--- src/rtl/riscv_pkg.sv ---
// Shared types for the load/store path: FSM states, access sizes, byte-enable patterns.
package riscv_pkg;

    typedef enum logic [1:0] {
        IDLE  = 2'd0,
        REQ   = 2'd1,
        WB    = 2'd2,
        FAULT = 2'd3
    } lsu_state_e;

    typedef enum logic [1:0] {
        SZ_B = 2'd0,
        SZ_H = 2'd1,
        SZ_W = 2'd2
    } lsu_size_e;

    localparam logic [3:0] BE_NONE    = 4'b0000;
    localparam logic [3:0] BE_BYTE0   = 4'b0001;
    localparam logic [3:0] BE_HALF_LO = 4'b0011;
    localparam logic [3:0] BE_HALF_HI = 4'b1100;
    localparam logic [3:0] BE_WORD    = 4'b1111;

    // Byte lanes touched by an access of size sz at byte offset off.
    function automatic logic [3:0] lsu_be(input lsu_size_e sz, input logic [1:0] off);
        logic [3:0] be;
        case (sz)
            SZ_B:    be = BE_BYTE0 << off;
            SZ_H:    be = off[1] ? BE_HALF_HI : BE_HALF_LO;
            default: be = BE_WORD;
        endcase
        return be;
    endfunction

endpackage

--- src/rtl/riscv_load_extend.sv ---
// Selects the addressed byte/half of a read word and sign- or zero-extends it.
module riscv_load_extend
    import riscv_pkg::*;
(
    input  logic [31:0] rdata_i,
    input  logic [1:0]  off_i,
    input  lsu_size_e   size_i,
    input  logic        uns_i,
    output logic [31:0] data_o
);

    logic [7:0]  byte_sel;
    logic [15:0] half_sel;

    // Lane selection and extension; words pass straight through.
    always_comb begin
        byte_sel = rdata_i[7:0];
        half_sel = off_i[1] ? rdata_i[31:16] : rdata_i[15:0];
        case (off_i)
            2'd0:    byte_sel = rdata_i[7:0];
            2'd1:    byte_sel = rdata_i[15:8];
            2'd2:    byte_sel = rdata_i[23:16];
            default: byte_sel = rdata_i[31:24];
        endcase
        case (size_i)
            SZ_B:    data_o = {{24{~uns_i & byte_sel[7]}}, byte_sel};
            SZ_H:    data_o = {{16{~uns_i & half_sel[15]}}, half_sel};
            default: data_o = rdata_i;
        endcase
    end

endmodule

--- src/rtl/riscv_lsu.sv ---
// Single-outstanding load/store unit: decodes the op, drives the data-memory
// handshake with a timeout, and returns extended load data to writeback.
module riscv_lsu
    import riscv_pkg::*;
#(
    parameter int TIMEOUT_CYCLES = 16
) (
    input  logic        clk,
    input  logic        rst,
    input  logic        op_valid_i,
    output logic        op_ready_o,
    input  logic        is_lb,
    input  logic        is_lh,
    input  logic        is_lw,
    input  logic        is_lbu,
    input  logic        is_lhu,
    input  logic        is_sb,
    input  logic        is_sh,
    input  logic        is_sw,
    input  logic [31:0] addr_i,
    input  logic [31:0] wdata_i,
    input  logic [4:0]  rd_i,
    output logic        mem_req_o,
    output logic        mem_we_o,
    output logic [31:0] mem_addr_o,
    output logic [3:0]  mem_be_o,
    output logic [31:0] mem_wdata_o,
    input  logic        mem_ack_i,
    input  logic [31:0] mem_rdata_i,
    output logic        wb_valid_o,
    output logic [4:0]  wb_rd_o,
    output logic [31:0] wb_data_o,
    output logic        misalign_o,
    output logic        timeout_o
);

    // +1 keeps the counter at least one bit wide when TIMEOUT_CYCLES is 1.
    localparam int               CNT_W    = $clog2(TIMEOUT_CYCLES + 1);
    localparam logic [CNT_W-1:0] CNT_LAST = CNT_W'(TIMEOUT_CYCLES - 1);

    lsu_state_e       state_q, state_d;
    logic [CNT_W-1:0] cnt_q, cnt_d;

    // Captured op, held for the whole transaction.
    lsu_size_e  size_q, size_d;
    logic       uns_q, uns_d;
    logic [1:0] off_q, off_d;
    logic [4:0] rd_q, rd_d;

    // Registered outputs.
    logic        req_q, req_d;
    logic        we_q, we_d;
    logic [31:0] maddr_q, maddr_d;
    logic [3:0]  be_q, be_d;
    logic [31:0] wdata_q, wdata_d;
    logic        wbv_q, wbv_d;
    logic [4:0]  wbrd_q, wbrd_d;
    logic [31:0] wbdata_q, wbdata_d;
    logic        mis_q, mis_d;
    logic        to_q, to_d;

    // Decode of the presented op.
    logic        any_flag;
    lsu_size_e   dec_size;
    logic        dec_uns;
    logic        dec_we;
    logic        dec_mis;
    logic [3:0]  dec_be;
    logic [31:0] dec_wdata;
    logic [31:0] ext_data;

    riscv_load_extend u_ext (
        .rdata_i (mem_rdata_i),
        .off_i   (off_q),
        .size_i  (size_q),
        .uns_i   (uns_q),
        .data_o  (ext_data)
    );

    assign any_flag = is_lb | is_lh | is_lw | is_lbu | is_lhu | is_sb | is_sh | is_sw;

    // Priority decode when several flags are set: lw > lh > lhu > lb > lbu > sw > sh > sb.
    always_comb begin
        dec_size = SZ_W;
        dec_uns  = 1'b0;
        dec_we   = 1'b0;
        if (is_lw) begin
            dec_size = SZ_W;
        end else if (is_lh) begin
            dec_size = SZ_H;
        end else if (is_lhu) begin
            dec_size = SZ_H;
            dec_uns  = 1'b1;
        end else if (is_lb) begin
            dec_size = SZ_B;
        end else if (is_lbu) begin
            dec_size = SZ_B;
            dec_uns  = 1'b1;
        end else if (is_sw) begin
            dec_size = SZ_W;
            dec_we   = 1'b1;
        end else if (is_sh) begin
            dec_size = SZ_H;
            dec_we   = 1'b1;
        end else if (is_sb) begin
            dec_size = SZ_B;
            dec_we   = 1'b1;
        end
    end

    // Alignment check, byte enables and lane-replicated store data.
    always_comb begin
        case (dec_size)
            SZ_H:    dec_mis = addr_i[0];
            SZ_W:    dec_mis = |addr_i[1:0];
            default: dec_mis = 1'b0;
        endcase
        dec_be    = lsu_be(dec_size, addr_i[1:0]);
        dec_wdata = 32'd0;
        if (dec_we) begin
            case (dec_size)
                SZ_B:    dec_wdata = {4{wdata_i[7:0]}};
                SZ_H:    dec_wdata = {2{wdata_i[15:0]}};
                default: dec_wdata = wdata_i;
            endcase
        end
    end

    assign op_ready_o = (state_q == IDLE);

    // Next state plus next values of every registered output; bus outputs return to zero outside REQ.
    always_comb begin
        state_d  = state_q;
        cnt_d    = cnt_q;
        size_d   = size_q;
        uns_d    = uns_q;
        off_d    = off_q;
        rd_d     = rd_q;
        req_d    = 1'b0;
        we_d     = 1'b0;
        maddr_d  = 32'd0;
        be_d     = BE_NONE;
        wdata_d  = 32'd0;
        wbv_d    = 1'b0;
        wbrd_d   = wbrd_q;
        wbdata_d = wbdata_q;
        mis_d    = 1'b0;
        to_d     = 1'b0;
        case (state_q)
            IDLE: begin
                if (op_valid_i && any_flag) begin
                    size_d = dec_size;
                    uns_d  = dec_uns;
                    off_d  = addr_i[1:0];
                    rd_d   = rd_i;
                    if (dec_mis) begin
                        state_d = FAULT;
                        mis_d   = 1'b1;
                    end else begin
                        state_d = REQ;
                        cnt_d   = '0;
                        req_d   = 1'b1;
                        we_d    = dec_we;
                        maddr_d = {addr_i[31:2], 2'b00};
                        be_d    = dec_be;
                        wdata_d = dec_wdata;
                    end
                end
            end
            REQ: begin
                if (mem_ack_i) begin
                    if (we_q) begin
                        state_d = IDLE;
                    end else begin
                        state_d  = WB;
                        wbv_d    = 1'b1;
                        wbrd_d   = rd_q;
                        wbdata_d = ext_data;
                    end
                end else if (cnt_q == CNT_LAST) begin
                    state_d = IDLE;
                    to_d    = 1'b1;
                end else begin
                    cnt_d   = cnt_q + CNT_W'(1);
                    req_d   = 1'b1;
                    we_d    = we_q;
                    maddr_d = maddr_q;
                    be_d    = be_q;
                    wdata_d = wdata_q;
                end
            end
            WB:      state_d = IDLE;
            FAULT:   state_d = IDLE;
            default: state_d = IDLE;
        endcase
    end

    // State register.
    always_ff @(posedge clk or negedge rst) begin
        if (!rst) state_q <= IDLE;
        else      state_q <= state_d;
    end

    // Counter, captured op and output registers.
    always_ff @(posedge clk or negedge rst) begin
        if (!rst) begin
            cnt_q    <= '0;
            size_q   <= SZ_B;
            uns_q    <= 1'b0;
            off_q    <= 2'd0;
            rd_q     <= 5'd0;
            req_q    <= 1'b0;
            we_q     <= 1'b0;
            maddr_q  <= 32'd0;
            be_q     <= BE_NONE;
            wdata_q  <= 32'd0;
            wbv_q    <= 1'b0;
            wbrd_q   <= 5'd0;
            wbdata_q <= 32'd0;
            mis_q    <= 1'b0;
            to_q     <= 1'b0;
        end else begin
            cnt_q    <= cnt_d;
            size_q   <= size_d;
            uns_q    <= uns_d;
            off_q    <= off_d;
            rd_q     <= rd_d;
            req_q    <= req_d;
            we_q     <= we_d;
            maddr_q  <= maddr_d;
            be_q     <= be_d;
            wdata_q  <= wdata_d;
            wbv_q    <= wbv_d;
            wbrd_q   <= wbrd_d;
            wbdata_q <= wbdata_d;
            mis_q    <= mis_d;
            to_q     <= to_d;
        end
    end

    assign mem_req_o   = req_q;
    assign mem_we_o    = we_q;
    assign mem_addr_o  = maddr_q;
    assign mem_be_o    = be_q;
    assign mem_wdata_o = wdata_q;
    assign wb_valid_o  = wbv_q;
    assign wb_rd_o     = wbrd_q;
    assign wb_data_o   = wbdata_q;
    assign misalign_o  = mis_q;
    assign timeout_o   = to_q;

endmodule
--- config.mk ---
export PLATFORM = sky130hd
export DESIGN_NAME = riscv_lsu
export DESIGN_NICKNAME = d
export VERILOG_FILES = /design/src/rtl/riscv_pkg.sv /design/src/rtl/riscv_load_extend.sv /design/src/rtl/riscv_lsu.sv
export SDC_FILE = /design/constraint.sdc
export NUM_CORES = 1
export LEC_CHECK = 0
export ABC_AREA = 1
export BUFFER_PORTS_ARGS = -buffer_cell sky130_fd_sc_hd__buf_2
export CAP_MARGIN = 20
export CORE_MARGIN = 5
export CORE_UTILIZATION = 46
export CTS_BUF_LIST = sky130_fd_sc_hd__clkbuf_4 sky130_fd_sc_hd__clkbuf_8 sky130_fd_sc_hd__clkbuf_16
export CTS_CLUSTER_SIZE = 16
export DETAILED_ROUTE_END_ITERATION = 8
export GPL_TIMING_DRIVEN = 0
export MAX_ROUTING_LAYER = met4
export PLACE_DENSITY = 0.86
export SYNTH_ARGS = -nofsm -noshare
export SYNTH_HDL_FRONTEND = slang
export SYNTH_HIERARCHICAL = 1
export SYNTH_SLANG_ARGS = --single-unit
--- constraint.sdc ---
create_clock -name clk -period 1.7 [get_ports clk]
set_clock_uncertainty 0.15 [all_clocks]
set_input_delay 0.34 -clock clk [delete_from_list [all_inputs] [get_ports clk]]
set_output_delay 0.34 -clock clk [all_outputs]
set_load 0.02 [all_outputs]
## After elaboration in Yosys (flattened, before gate mapping)

Cells that the tools add are included.

- $add $sub $neg: 1
- Equal/unequal tests: 14
- Shift-type cells: 1
- Mux-type cells: 72
- Bitwise logic cells: 11
- Reduce and logical (&&, ||, !) cells: 12

Operators by type and width:

| operator | number |
|---|---|
| $pmux 32 s2 | 4 |
| $mux 32 | 7 |
| $mux 1 | 30 |
| $mux 2 | 13 |
| $pmux 8 s3 | 1 |
| $mux 4 | 5 |
| $mux 5 | 4 |
| $mux 16 | 1 |
| $pmux 4 s2 | 2 |
| $pmux 5 s2 | 1 |
| $eq 2x1->1 const B | 4 |
| $eq 2x2->1 const B | 4 |
| $logic_not 2->1 | 4 |
| $or 1x1->1 | 7 |
| $ne 2x2->1 const B | 3 |
| $pmux 1 s2 | 3 |
| $pmux 2 s3 | 1 |
| $add 5x1->5 const B | 1 |
| $eq 5x4->1 const B | 1 |
| $reduce_and 5->1 | 1 |
| $reduce_and 2->1 | 2 |
| $reduce_or 2->1 | 2 |
| $shl 1x2->4 const A | 1 |
| $ne 3x3->1 const B | 1 |
| 6 further kinds | 8 |

- Flip-flop bits (word level): 127
- Bits of input ports: 113
- Output and inout bits: 111
- Word-level logic and storage cells: 127

## Longest topological paths before layout

- Depth after elaboration: 14
- Gate-level depth with buffers: 18
- Depth with buffers taken out: 15

## Modules after synthesis

The synthesis kept the hierarchy.

Modules (own cells, without submodules):

| module | instances | cells an instance | area each (µm²) | seq. area each (µm²) |
|---|---|---|---|---|
| riscv_lsu | 1 | 707 | 5660.4 | 3128.0 |
| riscv_load_extend | 1 | 157 | 878.3 | 0.0 |

## Worst setup path before layout

Ideal clock, no wire load.

- Kind: input to register
- Start: input port is_lbu
- End: register maddr_q[10], in the netlist mem_addr_o[10]
- Setup time: 0.121 ns
- Arrival time: 1.940 ns
- Required time: 1.429 ns
- Slack: -0.511 ns
- Stages: 15
- Buffers on the path: 3
- Cells stage by stage: nor2_2 nand2_2 inv_2 nand2_4 nand2_4 buf_8 buf_8 inv_1 ha_1 inv_1 nor2_2 nand2_4 nand4_2 buf_2 o21ai_1

- Word-level cells in the longest chain between the ends: 10
- Elaborated cells on any way between the ends: 17
- Those cells by class: eq/ne: 2; mux: 9; bitwise: 5; reduce/logical: 1

Ends and longest elaborated chain:

| item | RTL line | text |
|---|---|---|
| from (decl) | riscv_lsu.sv:15 | `input logic is_lbu,` |
| $mux 2 * | riscv_lsu.sv:96 | `end else if (is_lbu) begin` |
| $mux 2 * | riscv_lsu.sv:94 | `end else if (is_lb) begin` |
| $mux 2 * | riscv_lsu.sv:91 | `end else if (is_lhu) begin` |
| $mux 2 * | riscv_lsu.sv:89 | `end else if (is_lh) begin` |
| $mux 2 * | riscv_lsu.sv:87 | `if (is_lw) begin` |
| named net dec_size[1] | riscv_lsu.sv:64 | `lsu_size_e dec_size;` |
| $eq 2x2->1 / $eq 2x1->1 (equally long branches) | riscv_lsu.sv:113 | `case (dec_size)` |
| $pmux 1 s2 * | riscv_lsu.sv:113 |  |
| $mux 32 * | riscv_lsu.sv:156 | `if (dec_mis) begin` |
| $mux 32 * | riscv_lsu.sv:151 | `if (op_valid_i && any_flag) begin` |
| $pmux 32 s2 * | riscv_lsu.sv:149 | `case (state_q)` |
| to (signal assigned) | riscv_lsu.sv:230 | `maddr_q <= maddr_d;` |
| to (decl) | riscv_lsu.sv:53 | `logic [31:0] maddr_q, maddr_d;` |

The timed path passes the listed nets; every way through them passes the cells marked *.
A chain may end at the register's enable or synchronous reset.

## Final worst setup path

- Start: register cnt_q[1]
- End: register maddr_q[27], in the netlist mem_addr_o[27]

- Word-level cells in the longest chain between the ends: 2

Ends and longest elaborated chain:

| item | RTL line | text |
|---|---|---|
| from (decl) | riscv_lsu.sv:42 | `logic [CNT_W-1:0] cnt_q, cnt_d;` |
| from (signal assigned) | riscv_lsu.sv:223 | `cnt_q <= cnt_d;` |
| $eq 5x4->1 | riscv_lsu.sv:180 | `end else if (cnt_q == CNT_LAST) begin` |
| $ne 3x3->1 (no line) | -- |  |

No other way between the ends.

==> impl_metrics.json <==
{
  "run_status": "finished, violations left",
  "violations": "negative setup slack",
  "io_pins": 224,
  "ctsLongestPathBuffers": 2,
  "grt_setup_unrepaired": "yes",
  "dp_hpwl_mm": 14.4,
  "most_instantiated_library_cell_after_synthesis": "nand2_1",
  "synth_top_cell_area_share_pct": 47.8,
  "ir_drop_mv": 0.837,
  "postSynthCellCount": 864,
  "synth-seq-area-share_pct": 47.8,
  "cts-htree-levels": 4,
  "cp-start-kind": "flip-flop",
  "power_density_nw_per_um2": 1460,
  "required_arrival_time_at_the_worst_endpoint_ns": 1.87,
  "numCtsBuffers": 17,
  "crit_path_end_kind": "flip-flop",
  "top_cells_by_instance_count_after_synthesis": "nand2_1, dfrtp_1, inv_1, o21ai_1, nand3_2",
  "final_antenna_net_count": 0,
  "yosys.area_share.simple_pct": 32.4,
  "die_area_um2": 16700,
  "nets": 1293,
  "library_cell_with_the_largest_summed_area_after_synthesis": "dfrtp_1",
  "ys_warn_count": 6,
  "numPortBuffers": 221,
  "via_count_of_the_first_global_routing_pass": 6913,
  "syn-cell-area_um2": 6540,
  "p_leak_nw": 5.78,
  "floorplan.core_area_um2": 13900,
  "rr_startpoint": "cnt_q[1]$_DFFE_PN0P_",
  "final_critical_path_setup_slack_ns": -0.291,
  "synth_edf_count": 0,
  "final-hold-violation-count": 0,
  "clk-insertion-delay-late_ns": 0.42,
  "dpl.cell_count": 1267,
  "cap_viol_max_count": 0,
  "final_max_slew_viol_count": 0,
  "fp-row-count": 43,
  "tritoncts": "done",
  "worst_setup_hold_path_clk_slew_ns": 0.06,
  "clock_tree.root_cell": "clkbuf_16",
  "hold_depth": 3,
  "synth.area.mux_share_pct": 0,
  "hold_ws_ns": 0.0185,
  "worstMarginPinSlew_ns": 0.539,
  "routed_wire_length_per_instance_um": 16.4,
  "gpl.final_weighted_congestion": 0.967,
  "antenna_cells_inserted": 0,
  "post_synth.cell_area_avg_um2": 7.57,
  "timing.critical_path.arrival_ns": 2.17,
  "cts_num_sinks": 125,
  "drt_wl_total_mm": 22.4,
  "critical_path.startpoint": "cnt_q[1]$_DFFE_PN0P_",
  "yosys_most_used_dff": "dfrtp_1",
  "r2r_cells": 10,
  "dieHeight_um": 129,
  "synth_adder_area_share_pct": 0.957,
  "via_count": 6885,
  "detail_route.iter0.violations": 698,
  "die-width_um": 129,
  "synth_xor_xnor_area_share_pct": 0.134,
  "min_path_type": "in2reg",
  "grt-ovfl-total": 0,
  "clock.fmax_mhz": 502,
  "finalNonFillerCells": 1367,
  "timing.final.setup_violations": 102,
  "syn_to_final_growth_pct": 48.1,
  "synth_top_family_by_area": "simple AND/OR/NAND/NOR gates",
  "vias_per_inst": 5.04,
  "grt_max_degree": 97,
  "initial_core_util_pct": 46.9,
  "complex_gate_fraction_of_the_synthesized_area_pct": 7.62,
  "cp_max_fo": 10,
  "dr_drc_count": 0,
  "finalWorstPathRequiredPeriod_ns": 1.99,
  "drt_first_pass_iters": 6,
  "antenna_found_initial": 0,
  "layout-drive-gt1-share_pct": 39.0,
  "grt.total_usage_pct": 26.9,
  "asyncSetResetFlopFracSynth_pct": 100,
  "final_min_period_over_clock_period_pct": 117,
  "tightest_slew_margin_relative_to_the_limit_pct": 63.8,
  "critical_path_class": "reg2reg",
  "min_from": "addr_i[11]",
  "first_pass_grt_wire_length_mm": 33.9,
  "yosys_register_bits": 125,
  "ys_top_cells_by_area": "dfrtp_1, nand2_1, inv_1, o21ai_1, nand3_2",
  "post_synth_num_cell_types": 36
}
-- power by group --
group	total (W)	internal, W	switching, W
combinational	0.00611	0.00226	0.00385
sequential	0.00421	0.00373	0.000485
clock	0.00379	0.00239	0.00141
-- through the flow --
step                power (W)  TNS, ns  util (%)  setup WS, ns  area [µm²]
finish                 0.0141   -14.01      69.5        -0.291        9690
global route           0.0150   -27.29      69.5        -0.349        9690
CTS                    0.0137   -13.40      67.0        -0.215        9340
detailed placement    0.00945   -67.09      57.2        -0.897        7970
global placement      0.00932  -248.69      56.9         -1.48        7930
floorplan             0.00778   -28.72         -        -0.406        6600
-- layout make-up --
class	instances	area [µm²]
fill	1023	4250
sequential	125	3130
multi-input combinational	582	3070
timing repair buffer	291	1830
inverter	120	469
clock buffer	19	453
buffer	37	352
tap	180	225
clock inverter	12	163
timing repair inverter	1	5.00
-- final timing paths --
kind | to | slack (ns)
max reg2reg | mem_addr_o[27]$_DFFE_PN0P_ | -0.29
min | mem_addr_o[11]$_DFFE_PN0P_ | 0.02
max | mem_addr_o[27]$_DFFE_PN0P_ | -0.29
max in group asynchronous | mem_wdata_o[24]$_DFFE_PN0P_ | 0.43
min in group asynchronous | wb_data_o[7]$_DFFE_PN0P_ | 0.20
min reg2reg | mem_wdata_o[19]$_DFFE_PN0P_ | 0.32
-- critical path, cell delays in order (launching register included) --
cell      delay (ns)
dfrtp_1         0.42
ha_4            0.19
nand2_4         0.08
nor2_4          0.04
ha_4            0.16
nor2_4          0.10
nand2_2         0.07
nor2_4          0.17
clkbuf_4        0.26
nand2_1         0.09
o21ai_1         0.16
-- cell usage in the layout (no fill, tap or decap), types with 8 or more instances in the layout --
master / n
nand2_4: 15
nand3_2: 21
nor2_1: 16
buf_6: 18
nand2_2: 56
clkbuf_16: 19
o21ai_2: 22
buf_2: 225
buf_4: 25
nand3_1: 21
dfrtp_1: 125
inv_2: 8
inv_1: 105
dlygate4sd3_1: 40
nand2_1: 340
o21ai_1: 31
o21ai_0: 16
-- flip-flops by register name, indices dropped and copies added, names as in the netlist --
register and flops:
cnt_q 5, mem_addr_o 30, mem_be_o 4, mem_req_o 1, mem_wdata_o 32, mem_we_o 1, misalign_o 1, off_q 2
rd_q 5, size_q 2, state_q 2, timeout_o 1, uns_q 1, wb_data_o 32, wb_rd_o 5, wb_valid_o 1
-- per-layer routing --
layer / track usage (%) / vias to the layer above / wire, µm
li1: - / 3253 / -
met1: 31.1 / 3171 / 8320
met2: 43.7 / 390 / 11100
met3: 7.09 / 71 / 2180
met4: 12.7 / 0 / 852
met5: - / - / 0
-- timing repair --
item | in CTS | in global routing
hold buffers | 40 | 0
pin swaps | 14 | 23
hold endpoints to repair | 68 | 0
gates resized for setup | 58 | 90
setup endpoints to repair | 106 | 116
gates cloned | 4 | 4
setup buffers | 19 | 4
-- cells by family (layout without fill, tap and decap cells) --
logic type,count (synthesis),count (layout)
compound gates,88,88
xor+xnor,1,1
fa+ha+maj,5,5
buf+inv,158,480
flops,125,125
other cells,1,2
simple gates,486,486
No activity file was read; power rests on OpenSTA's default activity.
